## config.mk

```make
export PLATFORM = sky130hd
export DESIGN_NAME = note_sequencer
export DESIGN_NICKNAME = d
export VERILOG_FILES = /design/src/rtl/note_seq_pkg.sv /design/src/rtl/note_sequencer_beat_counter.sv /design/src/rtl/note_sequencer.sv
export SDC_FILE = /design/constraint.sdc
export NUM_CORES = 1
export LEC_CHECK = 0
export CORE_MARGIN = 8
export CORE_UTILIZATION = 48
export DETAILED_ROUTE_END_ITERATION = 8
export HOLD_SLACK_MARGIN = 0.08
export PLACE_DENSITY = 0.89
export SYNTH_ARGS = -nofsm -noshare
export SYNTH_HDL_FRONTEND = slang
export SYNTH_SLANG_ARGS = --single-unit
```

## constraint.sdc

```tcl
create_clock -name clk -period 2.4 [get_ports clk]
set_input_delay 0.24 -clock clk [delete_from_list [all_inputs] [get_ports clk]]
set_output_delay 0.24 -clock clk [all_outputs]
set_load 0.03 [all_outputs]
```

## src/rtl/note_seq_pkg.sv

```systemverilog
// Shared types and ROM word layout for the note sequencer.
// Field positions, widths, end marker and FSM state encoding.
package note_seq_pkg;

    localparam int NOTE_W   = 6;
    localparam int DUR_W    = 6;
    localparam int IDX_W    = 5;
    localparam int SONG_W   = 2;
    localparam int ADDR_W   = SONG_W + IDX_W;

    localparam int NOTE_MSB = 14;
    localparam int NOTE_LSB = 9;
    localparam int DUR_MSB  = 8;
    localparam int DUR_LSB  = 3;
    localparam int WAIT_BIT = 15;

    localparam logic [15:0] END_WORD = 16'h0000;

    typedef enum logic [2:0] {
        S_IDLE,
        S_FETCH,
        S_ROMWAIT,
        S_DECODE,
        S_WAITBEATS,
        S_DONE
    } state_e;

endpackage

```

## src/rtl/note_sequencer_beat_counter.sv

```systemverilog
// Loadable down-counter of beats for wait entries.
// Load wins over decrement; expire_o flags the decrement that hits zero.
module beat_counter
    import note_seq_pkg::*;
(
    input  logic             clk,
    input  logic             reset,
    input  logic             load_i,
    input  logic [DUR_W-1:0] load_val_i,
    input  logic             dec_i,
    output logic             zero_o,
    output logic             expire_o
);

    logic [DUR_W-1:0] cnt_q;
    logic [DUR_W-1:0] cnt_d;

    // Next count: load has priority, decrement saturates at zero.
    always_comb begin
        cnt_d = cnt_q;
        if (load_i) begin
            cnt_d = load_val_i;
        end else if (dec_i && (cnt_q != '0)) begin
            cnt_d = cnt_q - DUR_W'(1);
        end
    end

    // Count register.
    always_ff @(posedge clk) begin
        if (reset) begin
            cnt_q <= '0;
        end else begin
            cnt_q <= cnt_d;
        end
    end

    assign zero_o   = (cnt_q == '0);
    assign expire_o = dec_i && (cnt_q == DUR_W'(1));

endmodule

```

## src/rtl/note_sequencer.sv

```systemverilog
// Song ROM walker issuing note/duration/new_note pulses for chords.
// Define NOTE_SEQ_LOOP_EN to repeat the song instead of stopping in DONE.
module note_sequencer
    import note_seq_pkg::*;
(
    input  logic              clk,
    input  logic              reset,
    input  logic              play,
    input  logic [SONG_W-1:0] song,
    input  logic              beat,
    output logic [ADDR_W-1:0] rom_addr,
    input  logic [15:0]       rom_data,
    output logic [NOTE_W-1:0] note,
    output logic [DUR_W-1:0]  duration,
    output logic              new_note,
    output logic              song_done
);

    state_e            state_q, state_d;
    logic [IDX_W-1:0]  idx_q, idx_d;
    logic [SONG_W-1:0] song_q, song_d;
    logic              last_q, last_d;
    logic [NOTE_W-1:0] note_q, note_d;
    logic [DUR_W-1:0]  dur_q, dur_d;
    logic              nn_q, nn_d;
    logic              done_q, done_d;

    logic              song_chg;
    logic              end_hit;
    logic              is_end;
    logic              is_wait;
    logic [DUR_W-1:0]  wait_n;
    logic              cnt_load;
    logic              cnt_dec;
    logic              cnt_zero;
    logic              cnt_expire;
    logic              unused_bits;

    assign song_chg    = (state_q != S_IDLE) && (song != song_q);
    assign is_end      = (rom_data == END_WORD);
    assign is_wait     = rom_data[WAIT_BIT];
    assign wait_n      = rom_data[DUR_MSB:DUR_LSB];
    assign cnt_dec     = beat && play && !song_chg
                         && (state_q == S_WAITBEATS);
    assign unused_bits = ^rom_data[2:0];

    beat_counter u_beat_counter (
        .clk        (clk),
        .reset      (reset),
        .load_i     (cnt_load),
        .load_val_i (wait_n),
        .dec_i      (cnt_dec),
        .zero_o     (cnt_zero),
        .expire_o   (cnt_expire)
    );

    // Next-state, index and pulse scheduling.
    always_comb begin
        state_d  = state_q;
        idx_d    = idx_q;
        song_d   = song_q;
        last_d   = last_q;
        note_d   = note_q;
        dur_d    = dur_q;
        nn_d     = nn_q;
        done_d   = 1'b0;
        end_hit  = 1'b0;
        cnt_load = 1'b0;

        // A pending strobe is consumed by the first running cycle.
        if (play) begin
            nn_d = 1'b0;
        end

        if (song_chg) begin
            state_d = S_IDLE;
            nn_d    = 1'b0;
        end else begin
            unique case (state_q)
                S_IDLE: begin
                    if (play) begin
                        song_d  = song;
                        idx_d   = '0;
                        last_d  = 1'b0;
                        state_d = S_FETCH;
                    end
                end
                S_FETCH: begin
                    if (play) begin
                        if (last_q) begin
                            end_hit = 1'b1;
                        end else begin
                            state_d = S_ROMWAIT;
                        end
                    end
                end
                S_ROMWAIT: begin
                    if (play) begin
                        state_d = S_DECODE;
                    end
                end
                S_DECODE: begin
                    if (play) begin
                        if (is_end) begin
                            end_hit = 1'b1;
                        end else begin
                            idx_d = idx_q + IDX_W'(1);
                            if (idx_q == '1) begin
                                last_d = 1'b1;
                            end
                            if (!is_wait) begin
                                note_d  = rom_data[NOTE_MSB:NOTE_LSB];
                                dur_d   = rom_data[DUR_MSB:DUR_LSB];
                                nn_d    = 1'b1;
                                state_d = S_FETCH;
                            end else if (wait_n == '0) begin
                                state_d = S_FETCH;
                            end else begin
                                cnt_load = 1'b1;
                                state_d  = S_WAITBEATS;
                            end
                        end
                    end
                end
                S_WAITBEATS: begin
                    if (play && (cnt_expire || cnt_zero)) begin
                        state_d = S_FETCH;
                    end
                end
                S_DONE: begin
                    if (!play) begin
                        state_d = S_IDLE;
                    end
                end
                default: begin
                    state_d = S_IDLE;
                end
            endcase

            if (end_hit) begin
                done_d = 1'b1;
`ifdef NOTE_SEQ_LOOP_EN
                idx_d   = '0;
                last_d  = 1'b0;
                state_d = S_FETCH;
`else
                state_d = S_DONE;
`endif
            end
        end
    end

    // State, index and output registers.
    always_ff @(posedge clk) begin
        if (reset) begin
            state_q <= S_IDLE;
            idx_q   <= '0;
            song_q  <= '0;
            last_q  <= 1'b0;
            note_q  <= '0;
            dur_q   <= '0;
            nn_q    <= 1'b0;
            done_q  <= 1'b0;
        end else begin
            state_q <= state_d;
            idx_q   <= idx_d;
            song_q  <= song_d;
            last_q  <= last_d;
            note_q  <= note_d;
            dur_q   <= dur_d;
            nn_q    <= nn_d;
            done_q  <= done_d;
        end
    end

    assign rom_addr  = {song_q, idx_q};
    assign note      = note_q;
    assign duration  = dur_q;
    assign new_note  = nn_q && play && !song_chg;
    assign song_done = done_q;

endmodule

```

# After elaboration in Yosys (flattened, before gate mapping)
# Index checks and enable logic that the tools add are counted.
# Widths: inputs -> output; s select.
[word_totals]
ff_bits = 31
output_inout_bits = 21
[classes]
reduce_logical = 27
add_sub_neg = 2
mux = 41
bitwise = 3
eq_ne = 25
[op_table]
columns = ["op", "n"]
rows = [
  ["$mux 3", 11],
  ["$mux 1", 21],
  ["$ne 3x3->1 const B", 7],
  ["$pmux 3 s6", 1],
  ["$logic_not 16->1", 1],
  ["$ne 2x2->1 const B", 8],
  ["$reduce_and 8->1", 2],
  ["$mux 5", 3],
  ["$logic_not 6->1", 2],
  ["$mux 6", 2],
  ["$pmux 5 s2", 1],
  ["$reduce_and 5->1", 2],
  ["$logic_and 1x1->1", 9],
  ["$eq 3x2->1 const B", 2],
  ["$eq 3x3->1 const B", 2],
  ["$eq 6x1->1 const B", 1],
  ["$reduce_and 6->1", 1],
  ["$reduce_bool 6->1", 1],
  ["$sub 6x1->6 const B", 1],
  ["$add 5x1->5 const B", 1],
  ["$eq 5x5->1 const B", 1],
  ["$pmux 1 s2", 2],
  ["$reduce_bool 2->1", 2],
  ["$eq 3x1->1 const B", 1],
  ["other kinds (11)", 13],
]

# Logic depth before layout (Yosys ltp)
# Gate-level depths: netlist of the first run.
[logic_depth]
depth_word = 11
depth_mapped = 7
depth_no_buf = 6

# By module
# A second synthesis of the first run with hierarchy kept.
[hier_totals]
hier_cells = 184
hier_area_um2 = 1645.3
[by_module_without_submodules]
columns = ["mod", "area_per_inst_um2", "cells_per_inst", "seq_area_each_um2", "instances"]
rows = [
  ["note_sequencer", 1237.4, 135, 500.5, 1],
  ["beat_counter", 407.9, 49, 120.1, 1],
]

# Worst setup path after synthesis of the first run
# OpenSTA, ideal clock, no wires.
[synth_timing]
path_kind = "register to register"
startpoint = "reg song_q[0]"
endpoint = "reg u_beat_counter.cnt_q[3]"
stages_incl_launch_ff = 6
arrival_ps = 1744
period_less_slack_ps = 1818
setup_ps = 74
setup_slack_ps = 582
cell_sequence = "dfxtp_1 xor2_1 nor3_1 nand3_1 or3_1 a31oi_1"
[synth_via]
elab_chain_cells = 7
elab_cells_between_ends = 9
classes_between = "1 x eq/ne; 2 x mux; 6 x reduce/logical"
[synth_rtl]
columns = ["item", "line", "rtl"]
rows = [
  ["start: declaration", "note_sequencer.sv:21", "logic [SONG_W-1:0] song_q, song_d;"],
  ["start signal: assignment", "note_sequencer.sv:167", "song_q <= song_d;"],
  ["$ne 2x2->1 *", "note_sequencer.sv:39", "assign song_chg = (state_q != S_IDLE) && (song != song_q);"],
  ["$logic_and 1x1->1 *", "note_sequencer.sv:39", ""],
  ["$logic_not 1->1", "note_sequencer.sv:43", "assign cnt_dec = beat && play && !song_chg"],
  ["$logic_and 1x1->1", "note_sequencer.sv:43", ""],
  ["$logic_and 1x1->1", "note_sequencer.sv:44", "&& (state_q == S_WAITBEATS);"],
  ["$logic_and 1x1->1", "note_sequencer_beat_counter.sv:23", "end else if (dec_i && (cnt_q != '0)) begin"],
  ["$reduce_bool 2->1 (no source line)", "n/a", ""],
  ["end signal: assignment", "note_sequencer_beat_counter.sv:33", "cnt_q <= cnt_d;"],
  ["end: declaration", "note_sequencer_beat_counter.sv:15", "logic [DUR_W-1:0] cnt_q;"],
]
# Mark *: on every way between the ends. The rest lies on a longest branch, timed or not.
# A chain may end at the register's enable or synchronous reset.

# Worst setup path in the final report of the first run
[layout_timing]
startpoint = "reg state_q[0]"
endpoint = "out new_note"
[layout_via]
elab_chain_cells = 4
[layout_rtl]
columns = ["item", "line", "rtl"]
rows = [
  ["start: declaration", "note_sequencer.sv:19", "state_e state_q, state_d;"],
  ["start signal: assignment", "note_sequencer.sv:165", "state_q <= state_d;"],
  ["$reduce_bool 3->1", "note_sequencer.sv:39", ""],
  ["$logic_and 1x1->1", "note_sequencer.sv:39", ""],
  ["$logic_not 1->1", "note_sequencer.sv:179", "assign new_note = nn_q && play && !song_chg;"],
  ["$logic_and 1x1->1", "note_sequencer.sv:179", ""],
  ["end: declaration", "note_sequencer.sv:15", "output logic new_note,"],
]
# No other way between the ends.

==> impl_metrics.ini, run 1 <==
[run]
max_cap_viol_count = 0

[placed_design]
gp_congestion = 0.898
pre_cts_slack_ps = 128
detailed_place.area_sq_um = 2160
place.port_buffers = 42
hpwl_um = 3200

[power]
p_int_uw = 717
seqPwrFrac_pct = 54.6
power.clock.fraction_pct = 32.8
power_density_nw_per_um2 = 437
power_switching_uw = 251
power.ir.vdd_worst_v = 0.000292
sum_of_internal_switching_and_leakage_power_uw = 968
leakage_power_figure_nw = 0.898
comb_power_share_pct = 12.7
switching_share_pct = 25.9

[critical_path]
r2r.worst_path.cells = 5
cp_data_required_time_ps = 2160
crit_path_start_kind = flip-flop
timing.rr.end = idx_q[3]
critical_path.endpoint_type = output pin
worstPathMaxFanout = 13
critPathArrivalTime_ps = 1980
path_class = flip-flop to output pin
reg2reg_setup_slack_ps = 420
regToRegStartpoint = state_q[0]

[worst_hold_path]
hold_path_depth = 2
hold_path.startpoint = song_q[1]
hold_path_end = song_q[1]
min_path_type = flip-flop to flip-flop

[floorplanning]
core.rowCount = 21
dieHeight_um = 74.4
initial_utilization_pct = 49.4
io_pins = 43
die-area_sq_um = 5530
dieWidth_um = 74.4
core-area_sq_um = 3310

[synthesis]
synthTopCellsByArea = sky130_fd_sc_hd__dfxtp_1 38%, sky130_fd_sc_hd__mux2i_1 7.3%, sky130_fd_sc_hd__nor2_1 5.5%, sky130_fd_sc_hd__nand3_1 4.3%, sky130_fd_sc_hd__ha_1 3.8%
synth_top_cell_by_area = sky130_fd_sc_hd__dfxtp_1
synth_area_per_cell_sq_um = 8.66
synth-seq-area-share_pct = 37.9
post-synth-top-area-fraction_pct = 37.9
post_synth_fa_ha_maj_area_fraction_pct = 3.82
synth_warnings = 0
synth-compound-area-share_pct = 16.3
synth_enable_flop_cells = 0
synthCells = 189
synth_top_family_by_area = simple AND/OR/NAND/NOR gates
synth_ff_type = sky130_fd_sc_hd__dfxtp_1
synth-xor-area-share_pct = 2.14
synth_mux_area_share_pct = 8.03
combined_area_of_all_synthesized_cells_sq_um = 1640
synth.distinct_cells = 45
yosys.area_share.simple_pct = 26.9
postSynthNetCount = 216
async_reset_ff_share_pct = 0
flops_latches_synth = 31

[sta]
timing.final.max_slew_violations = 0
setup_ws_ps = 184
unrepaired_setup_endpoints_after_global_routing = no
finalHoldViolations = 0
worst_case_clock_skew_ps = 10.7
setup_viol = 0
timing.slew.headroom_pct = 65.8
layout_min_cycle_time_ps = 2220
final.period_utilization_pct = 92.3
whs_ps = 493
fin_setup_tns_ps = 0
worstMarginPinSlew_ps = 509
max_clock_freq_mhz = 451

[global_route]
antenna_found_initial = 0
grt_first_pass_wirelength_um = 7010
grt_start_max_net_pins = 20
grt_usage_pct = 16.0
grt_overflow = 0
vias_in_the_first_global_route = 1647

[clock_tree]
cts.htree.levels = 2
worst_skew_pair.late_latency_ps = 340
cts_root_buffer = sky130_fd_sc_hd__clkbuf_4
clkSlewWorstSetupHoldPaths_ps = 100
number_of_clock_sinks = 31
ctsLongestPathBuffers = 2
postCtsSetupBuffers = 0
cts_hold_buffers = 0
cts_resized = 0
cts-buffers-inserted = 5
tritoncts = done

[layout]
drive_above_1_share_pct = 11.6
synthToLayoutAreaGrowth_pct = 35.3
n_antenna_cell = 0
stdcell_area_sq_um = 2210
nets = 269

[routing]
post-route-drc-count = 0
drt_first_pass_iters = 4
routed-via-count = 1580
routed_via_density = 5.49
dr.first_iter.drc_count = 125
drtAntennaViolNets = 0
postRouteWirelength_um = 4150
routed_wire_length_per_instance_um = 14.4

[status]
outcome = finished clean
==> worst max path at each step <==
stage | start | end | slack, ps
after floorplan | song_q[0] | u_beat_counter.cnt_q[3] | 580
after global placement | rom_data[10] | last_q | 160
after detailed placement | rom_data[10] | last_q | 130
after CTS | state_q[0] | new_note | 180
after global routing | state_q[0] | new_note | 40
final | state_q[0] | new_note | 180
==> cell families (layout without fill, tap and decap cells) <==
group	after synthesis	after routing
AND/OR/NAND/NOR	85	85
AO/OA/AOI/OAI	35	35
flip-flops	31	31
buffers and inverters	16	69
multiplexers	13	13
adder cells (fa/ha/maj)	5	5
XOR/XNOR	4	4
==> per-layer routing <==
| layer | global-route usage (%) | up-vias | share of wire, % |
|---|---|---|---|
| met5 | 0 | - | 0 |
| met4 | 8.04 | 0 | 1.8 |
| met3 | 4.45 | 10 | 4.8 |
| met2 | 27.3 | 51 | 50 |
| met1 | 17.7 | 733 | 44 |
| li1 | - | 786 | - |
==> registers in the layout, indices dropped and copies added, names as in the netlist, named ones only <==
signal and count:
u_beat_counter.cnt_q 6, idx_q 5, song_q 2, duration 6
state_q 3, song_done 1, note 6, last_q 1
==> synthesized netlist by cell type, types with 3 or more instances <==
cell and n:
sky130_fd_sc_hd__o211ai_1 3, sky130_fd_sc_hd__ha_1 5, sky130_fd_sc_hd__inv_1 7, sky130_fd_sc_hd__nor2_1 24
sky130_fd_sc_hd__and3_1 4, sky130_fd_sc_hd__nand3_1 14, sky130_fd_sc_hd__a21oi_1 10, sky130_fd_sc_hd__mux2i_1 12
sky130_fd_sc_hd__nor4_1 5, sky130_fd_sc_hd__or3_1 6, sky130_fd_sc_hd__nor2b_1 4, sky130_fd_sc_hd__nand2_1 9
sky130_fd_sc_hd__nor3_1 5, sky130_fd_sc_hd__a31oi_1 5, sky130_fd_sc_hd__o21ai_1 3, sky130_fd_sc_hd__clkbuf_1 6
sky130_fd_sc_hd__dfxtp_1 31, sky130_fd_sc_hd__xor2_1 4
==> power groups by stage <==
stage / combinational, mW / clock, mW / sequential [mW]
global placement: 0.122 / 0 / 0.539
global route: 0.132 / 0.338 / 0.529
finish: 0.123 / 0.317 / 0.528
detailed placement: 0.123 / 0 / 0.540
CTS: 0.123 / 0.321 / 0.528
floorplan: 0.0538 / 0 / 0.539
==> final cells by class <==
cell class / instances / area (sq um)
timing repair buffer: 55 / 518
sequential: 31 / 621
inverter: 7 / 26.3
clock buffer: 6 / 51.3
clock inverter: 1 / 5.00
multi-input combinational: 142 / 936
tap: 46 / 57.6
fill: 286 / 1100
==> cells in the final DEF (no fill, tap or decap), drive strengths merged, types with 2 or more instances in the layout <==
cell,instances
o211ai,3
a31oi,5
nand2b,2
dfxtp,31
a21oi,10
nand3,14
and2,2
nand2,10
nor3,6
nor2,24
mux2i,12
ha,5
or3,6
nor2b,4
o21ai,3
and3,4
o22ai,2
or2,4
clkdlybuf4s50,42
clkbuf,6
inv,7
xor2,4
nor4,5
buf,13
a211oi,2
==> worst max-delay path, stage by stage, from the launching register on <==
cell	delay, ps
sky130_fd_sc_hd__dfxtp_1	460
sky130_fd_sc_hd__nor3_1	300
sky130_fd_sc_hd__nor2_1	90
sky130_fd_sc_hd__nor2_1	110
sky130_fd_sc_hd__clkdlybuf4s50_1	670
==> stage by stage <==
step / util [%] / instances
2_1_floorplan: - / 189
3_3_place_gp: 65.2 / 281
3_5_place_dp: 65.2 / 281
4_1_cts: 66.9 / 288
5_1_grt: 66.9 / 288
6_report: 66.9 / 288
Power figures use the tool's default switching activity.
==> run 2, diff against run 1 <==
--- a/config.mk
+++ b/config.mk
@@ -7,9 +7,11 @@
 export LEC_CHECK = 0
 export CORE_MARGIN = 8
 export CORE_UTILIZATION = 48
+export CTS_CLUSTER_SIZE = 20
 export DETAILED_ROUTE_END_ITERATION = 8
 export HOLD_SLACK_MARGIN = 0.08
 export PLACE_DENSITY = 0.89
+export RECOVER_POWER = 100
 export SYNTH_ARGS = -nofsm -noshare
 export SYNTH_HDL_FRONTEND = slang
 export SYNTH_SLANG_ARGS = --single-unit
==> run 2 against run 1 <==
  * Clock skew is 0.76 ps higher
  * Routed wire length is 0.41% lower
  * Die area unchanged
  * Clock power hardly changed
  * First-iteration DRC count decreased by 21%
  * Critical endpoint is now duration[3]
  * Final cell count unchanged
==> impl_metrics.ini, run 2 (synthesis gave the netlist of run 1 again) <==
[status]
outcome = finished clean

[routing]
routed_via_density = 5.51
routed-via-count = 1587
post-route-drc-count = 0
postRouteWirelength_um = 4130
dr.first_iter.drc_count = 99
drt_first_pass_iters = 4
drtAntennaViolNets = 0
routed_wire_length_per_instance_um = 14.4

[layout]
nets = 269
drive_above_1_share_pct = 9.09
n_antenna_cell = 0
mostFrequentLayoutCells = 31 x sky130_fd_sc_hd__dfxtp_1, 24 x sky130_fd_sc_hd__nor2_1, 21 x sky130_fd_sc_hd__clkdlybuf4s50_1, 21 x sky130_fd_sc_hd__dlygate4sd3_1, 14 x sky130_fd_sc_hd__nand3_1
synthToLayoutAreaGrowth_pct = 33.9
final_common_cell = sky130_fd_sc_hd__dfxtp_1

[power]
p_int_uw = 712
leakage_power_figure_nw = 0.950
power_density_nw_per_um2 = 439
power_switching_uw = 250
power.ir.vdd_worst_v = 0.000290
switching_share_pct = 26.0
power.clock.fraction_pct = 32.9
comb_power_share_pct = 12.2
sum_of_internal_switching_and_leakage_power_uw = 963
seqPwrFrac_pct = 54.8

[sta]
worst_case_clock_skew_ps = 11.5
fin_setup_tns_ps = 0
finalHoldViolations = 0
max_clock_freq_mhz = 455
final.period_utilization_pct = 91.6
unrepaired_setup_endpoints_after_global_routing = no
layout_min_cycle_time_ps = 2200
whs_ps = 490
timing.final.max_slew_violations = 0
timing.slew.headroom_pct = 65.7
setup_viol = 0
worstMarginPinSlew_ps = 510

[placed_design]
gp_congestion = 0.898
place.port_buffers = 42
hpwl_um = 3200

[global_route]
grt_overflow = 0
grt_first_pass_wirelength_um = 7010
global_route.usage.met1_pct = 17.7
grt_start_max_net_pins = 20
groute.layer.met3.usage_pct = 4.45
grt_usage_pct = 16.0
met2_usage_pct = 27.3
grt_busiest_layer = met2
vias_in_the_first_global_route = 1647
antenna_found_initial = 0

[clock_tree]
cts_hold_buffers = 0
cts_root_buffer = sky130_fd_sc_hd__clkbuf_4
cts-buffers-inserted = 5
worst_skew_pair.late_latency_ps = 340
cts.htree.levels = 2
number_of_clock_sinks = 31
clkSlewWorstSetupHoldPaths_ps = 100
tritoncts = done
postCtsSetupBuffers = 0
ctsLongestPathBuffers = 2
cts_resized = 0

[critical_path]
critical_path.endpoint_type = flip-flop
critPathArrivalTime_ps = 2420
r2r.worst_path.cells = 6
regToRegStartpoint = state_q[0]
timing.rr.end = duration[3]
crit_path_start_kind = input port
reg2reg_setup_slack_ps = 390
path_class = input port to flip-flop
cp_data_required_time_ps = 2620
worstPathMaxFanout = 5

[floorplanning]
die-area_sq_um = 5530
core.rowCount = 21
dieWidth_um = 74.4
io_pins = 43
core-area_sq_um = 3310
dieHeight_um = 74.4
initial_utilization_pct = 49.4

[worst_hold_path]
hold_path_depth = 2
hold_path_end = song_q[1]
min_path_type = flip-flop to flip-flop
hold_path.startpoint = song_q[1]

[run]
max_cap_viol_count = 0
## run 2: changes by cell type in the layout (fill, tap and decap cells not counted), sizes merged
cell           change
clkbuf             +6
clkdlybuf4s50     -21
buf                -6
dlygate4sd3       +21
## run 2: worst max-delay path, stage by stage
cell and delay (ps):
sky130_fd_sc_hd__dlygate4sd3_1 560, sky130_fd_sc_hd__or4_1 600, sky130_fd_sc_hd__o311ai_4 400, sky130_fd_sc_hd__clkbuf_1 330
sky130_fd_sc_hd__mux2i_1 240, sky130_fd_sc_hd__nor2_1 60
## run 2: stage by stage
step | utilization [%] | setup slack [ps] | std cells | cell area, sq um
final | 66.2 | 201 | 288 | 2190
after global routing | 66.2 | 82.0 | 288 | 2190
after CTS | 66.9 | 184 | 288 | 2210
after detailed placement | 65.2 | 128 | 281 | 2160
after global placement | 65.2 | 161 | 281 | 2160
after floorplan | - | 582 | 189 | 1640
## run 2: area by class of cell
cell class,instances,area (sq um)
well taps,46,57.6
clock buffers,6,51.3
repair buffers,55,495
fillers,292,1120
clock inverters,1,5.00
multi-input cells,142,936
inverters,7,26.3
flip-flops and latches,31,621
## run 2: power groups by stage
stage               combinational [mW]  sequential, mW  clock (mW)
floorplan                       0.0538           0.539           0
global placement                 0.122           0.539           0
detailed placement               0.123           0.540           0
CTS                              0.123           0.528       0.321
global route                     0.127           0.529       0.338
finish                           0.118           0.528       0.317
## run 2: routing by layer
layer  share of wire (%)  up-vias
li1                    -      788
met4                 1.8        0
met5                   0        -
met2                  50       55
met3                 4.9       10
met1                  43      734
## run 2: worst max path at each step
stage,startpoint,endpoint,depth (start not counted)
6_report,rom_data[10],duration[3],6
5_1_grt,state_q[0],new_note,4
4_1_cts,state_q[0],new_note,4
3_5_place_dp,rom_data[10],last_q,6
3_3_place_gp,rom_data[10],last_q,6
2_1_floorplan,song_q[0],u_beat_counter.cnt_q[3],5
==> run 3, diff against run 2 <==
--- a/config.mk
+++ b/config.mk
@@ -6,11 +6,12 @@
 export NUM_CORES = 1
 export LEC_CHECK = 0
 export CORE_MARGIN = 8
-export CORE_UTILIZATION = 48
+export CORE_UTILIZATION = 52
 export CTS_CLUSTER_SIZE = 20
 export DETAILED_ROUTE_END_ITERATION = 8
+export GPL_ROUTABILITY_DRIVEN = 0
 export HOLD_SLACK_MARGIN = 0.08
-export PLACE_DENSITY = 0.89
+export PLACE_DENSITY = 0.95
 export RECOVER_POWER = 100
 export SYNTH_ARGS = -nofsm -noshare
 export SYNTH_HDL_FRONTEND = slang
==> constraint.sdc (replaced) <==
create_clock -name clk -period 2.8 [get_ports clk]
set_input_delay 0.28 -clock clk [delete_from_list [all_inputs] [get_ports clk]]
set_output_delay 0.28 -clock clk [all_outputs]
set_load 0.005 [all_outputs]
==> run 3 against run 2 <==
  * Final area decreased by 2.2%
  * Critical path depth unchanged
  * Die area fell by 6.1%
  * Hold slack better by 9.7 ps
  * Clock skew fell by 5.4 ps
  * Non-clock buffer count shrank 10
  * Register-to-register slack improved by 30 ps
  * Worst setup slack improved by 200 ps
  * Count of clock-buffer cells in the layout is the same
  * Highest routed layer unchanged
==> impl_metrics.ini, run 3 (synthesis gave the netlist of run 1 again) <==
[sta]
setup_viol = 0
max_clock_freq_mhz = 418
final.period_utilization_pct = 85.5
unrepaired_setup_endpoints_after_global_routing = no
worstMarginPinSlew_ps = 794
setup_ws_ps = 405
timing.slew.headroom_pct = 46.6
worst_case_clock_skew_ps = 6.07
finalHoldViolations = 0
fin_setup_tns_ps = 0
layout_min_cycle_time_ps = 2390
timing.final.max_slew_violations = 0

[routing]
postRouteWirelength_um = 3940
drt_first_pass_iters = 4
post-route-drc-count = 0
dr.first_iter.drc_count = 81
routed_via_density = 5.55
routed-via-count = 1538
drtAntennaViolNets = 0
routed_wire_length_per_instance_um = 14.2

[layout]
synthToLayoutAreaGrowth_pct = 31.0
multi_input_area_sq_um = 916
drive_above_1_share_pct = 7.73
n_antenna_cell = 0
nets = 259
fin_util_pct = 70.8
filler_cell_count = 228
final_common_cell = sky130_fd_sc_hd__dfxtp_1
mostFrequentLayoutCells = 31 x sky130_fd_sc_hd__dfxtp_1, 24 x sky130_fd_sc_hd__nor2_1, 22 x sky130_fd_sc_hd__dlygate4sd3_1
area.sequential_sq_um = 621
fin_cells = 277

[placed_design]
pre_cts_slack_ps = 398
place.port_buffers = 42
count_of_placed_standard_cells_including_taps = 269
hpwl_um = 3050

[critical_path]
path_class = input port to flip-flop
crit_path_start_kind = input port
worstPathMaxFanout = 10
critical_path.endpoint_type = flip-flop
cp_data_required_time_ps = 3070
critPathArrivalTime_ps = 2660
reg2reg_setup_slack_ps = 420

[floorplanning]
initial_utilization_pct = 54.0
dieWidth_um = 72.1
io_pins = 43
core-area_sq_um = 3030
core.rowCount = 20
die-area_sq_um = 5200
dieHeight_um = 72.1

[global_route]
grt_usage_pct = 16.5
vias_in_the_first_global_route = 1538
grt_overflow = 0
grt_start_max_net_pins = 19
antenna_found_initial = 0
grt_first_pass_wirelength_um = 6960

[clock_tree]
worst_skew_pair.late_latency_ps = 330
cts-buffers-inserted = 5
postCtsSetupBuffers = 0
ctsLongestPathBuffers = 2
cts.htree.levels = 2
cts_root_buffer = sky130_fd_sc_hd__clkbuf_4
clkSlewWorstSetupHoldPaths_ps = 100
cts_resized = 0
number_of_clock_sinks = 31
tritoncts = done
cts_hold_buffers = 0

[run]
max_cap_viol_count = 0

[power]
leakage_power_figure_nw = 0.936
power_density_nw_per_um2 = 422
sum_of_internal_switching_and_leakage_power_uw = 905
power.ir.vdd_worst_v = 0.000315

[status]
outcome = finished clean

[worst_hold_path]
min_path_type = flip-flop to flip-flop
run 3: worst paths after layout:
kind / endpoint / startpoint / cells after the start
max: idx_q[3] / play / 6
min: song_q[0] / song_q[0] / 2
max reg2reg: idx_q[3] / state_q[0] / 5
min reg2reg: song_q[0] / song_q[0] / 2
run 3: routing by layer:
layer  routed length, um  global-route usage, %  share of wire, %
met1                1830                   20.3                46
met2                1720                   25.1                44
met3                 346                   7.16               8.8
met5                   0                      0                 0
met4                  47                   4.99               1.2
run 3: metrics by stage:
step	hold WS, ps	instance area, sq um
2_1_floorplan	424	1640
3_3_place_gp	469	2080
3_5_place_dp	487	2080
4_1_cts	502	2170
5_1_grt	533	2140
6_report	500	2140
run 3: power breakdown:
part / internal [mW] / leakage (nW) / switching, mW
logic: 0.0446 / 0.637 / 0.0441
clock network: 0.211 / 0.0482 / 0.154
registers: 0.445 / 0.250 / 0.00744
total: 0.700 / 0.936 / 0.205
run 3: final cells by class:
class                   count  area share, %
inverters                   7           1.23
clock buffers               6           2.39
flip-flops and latches     31           28.9
multi-input cells         142           42.7
repair buffers             45           20.5
clock inverters             2           1.63
well taps                  44           2.57
run 3: worst max-delay path, stage by stage:
cell and delay [ps]:
sky130_fd_sc_hd__clkdlybuf4s50_1 640, sky130_fd_sc_hd__nand4b_1 210, sky130_fd_sc_hd__nor3_1 650, sky130_fd_sc_hd__o31ai_2 330, sky130_fd_sc_hd__or3_1 420, sky130_fd_sc_hd__a21oi_1 140
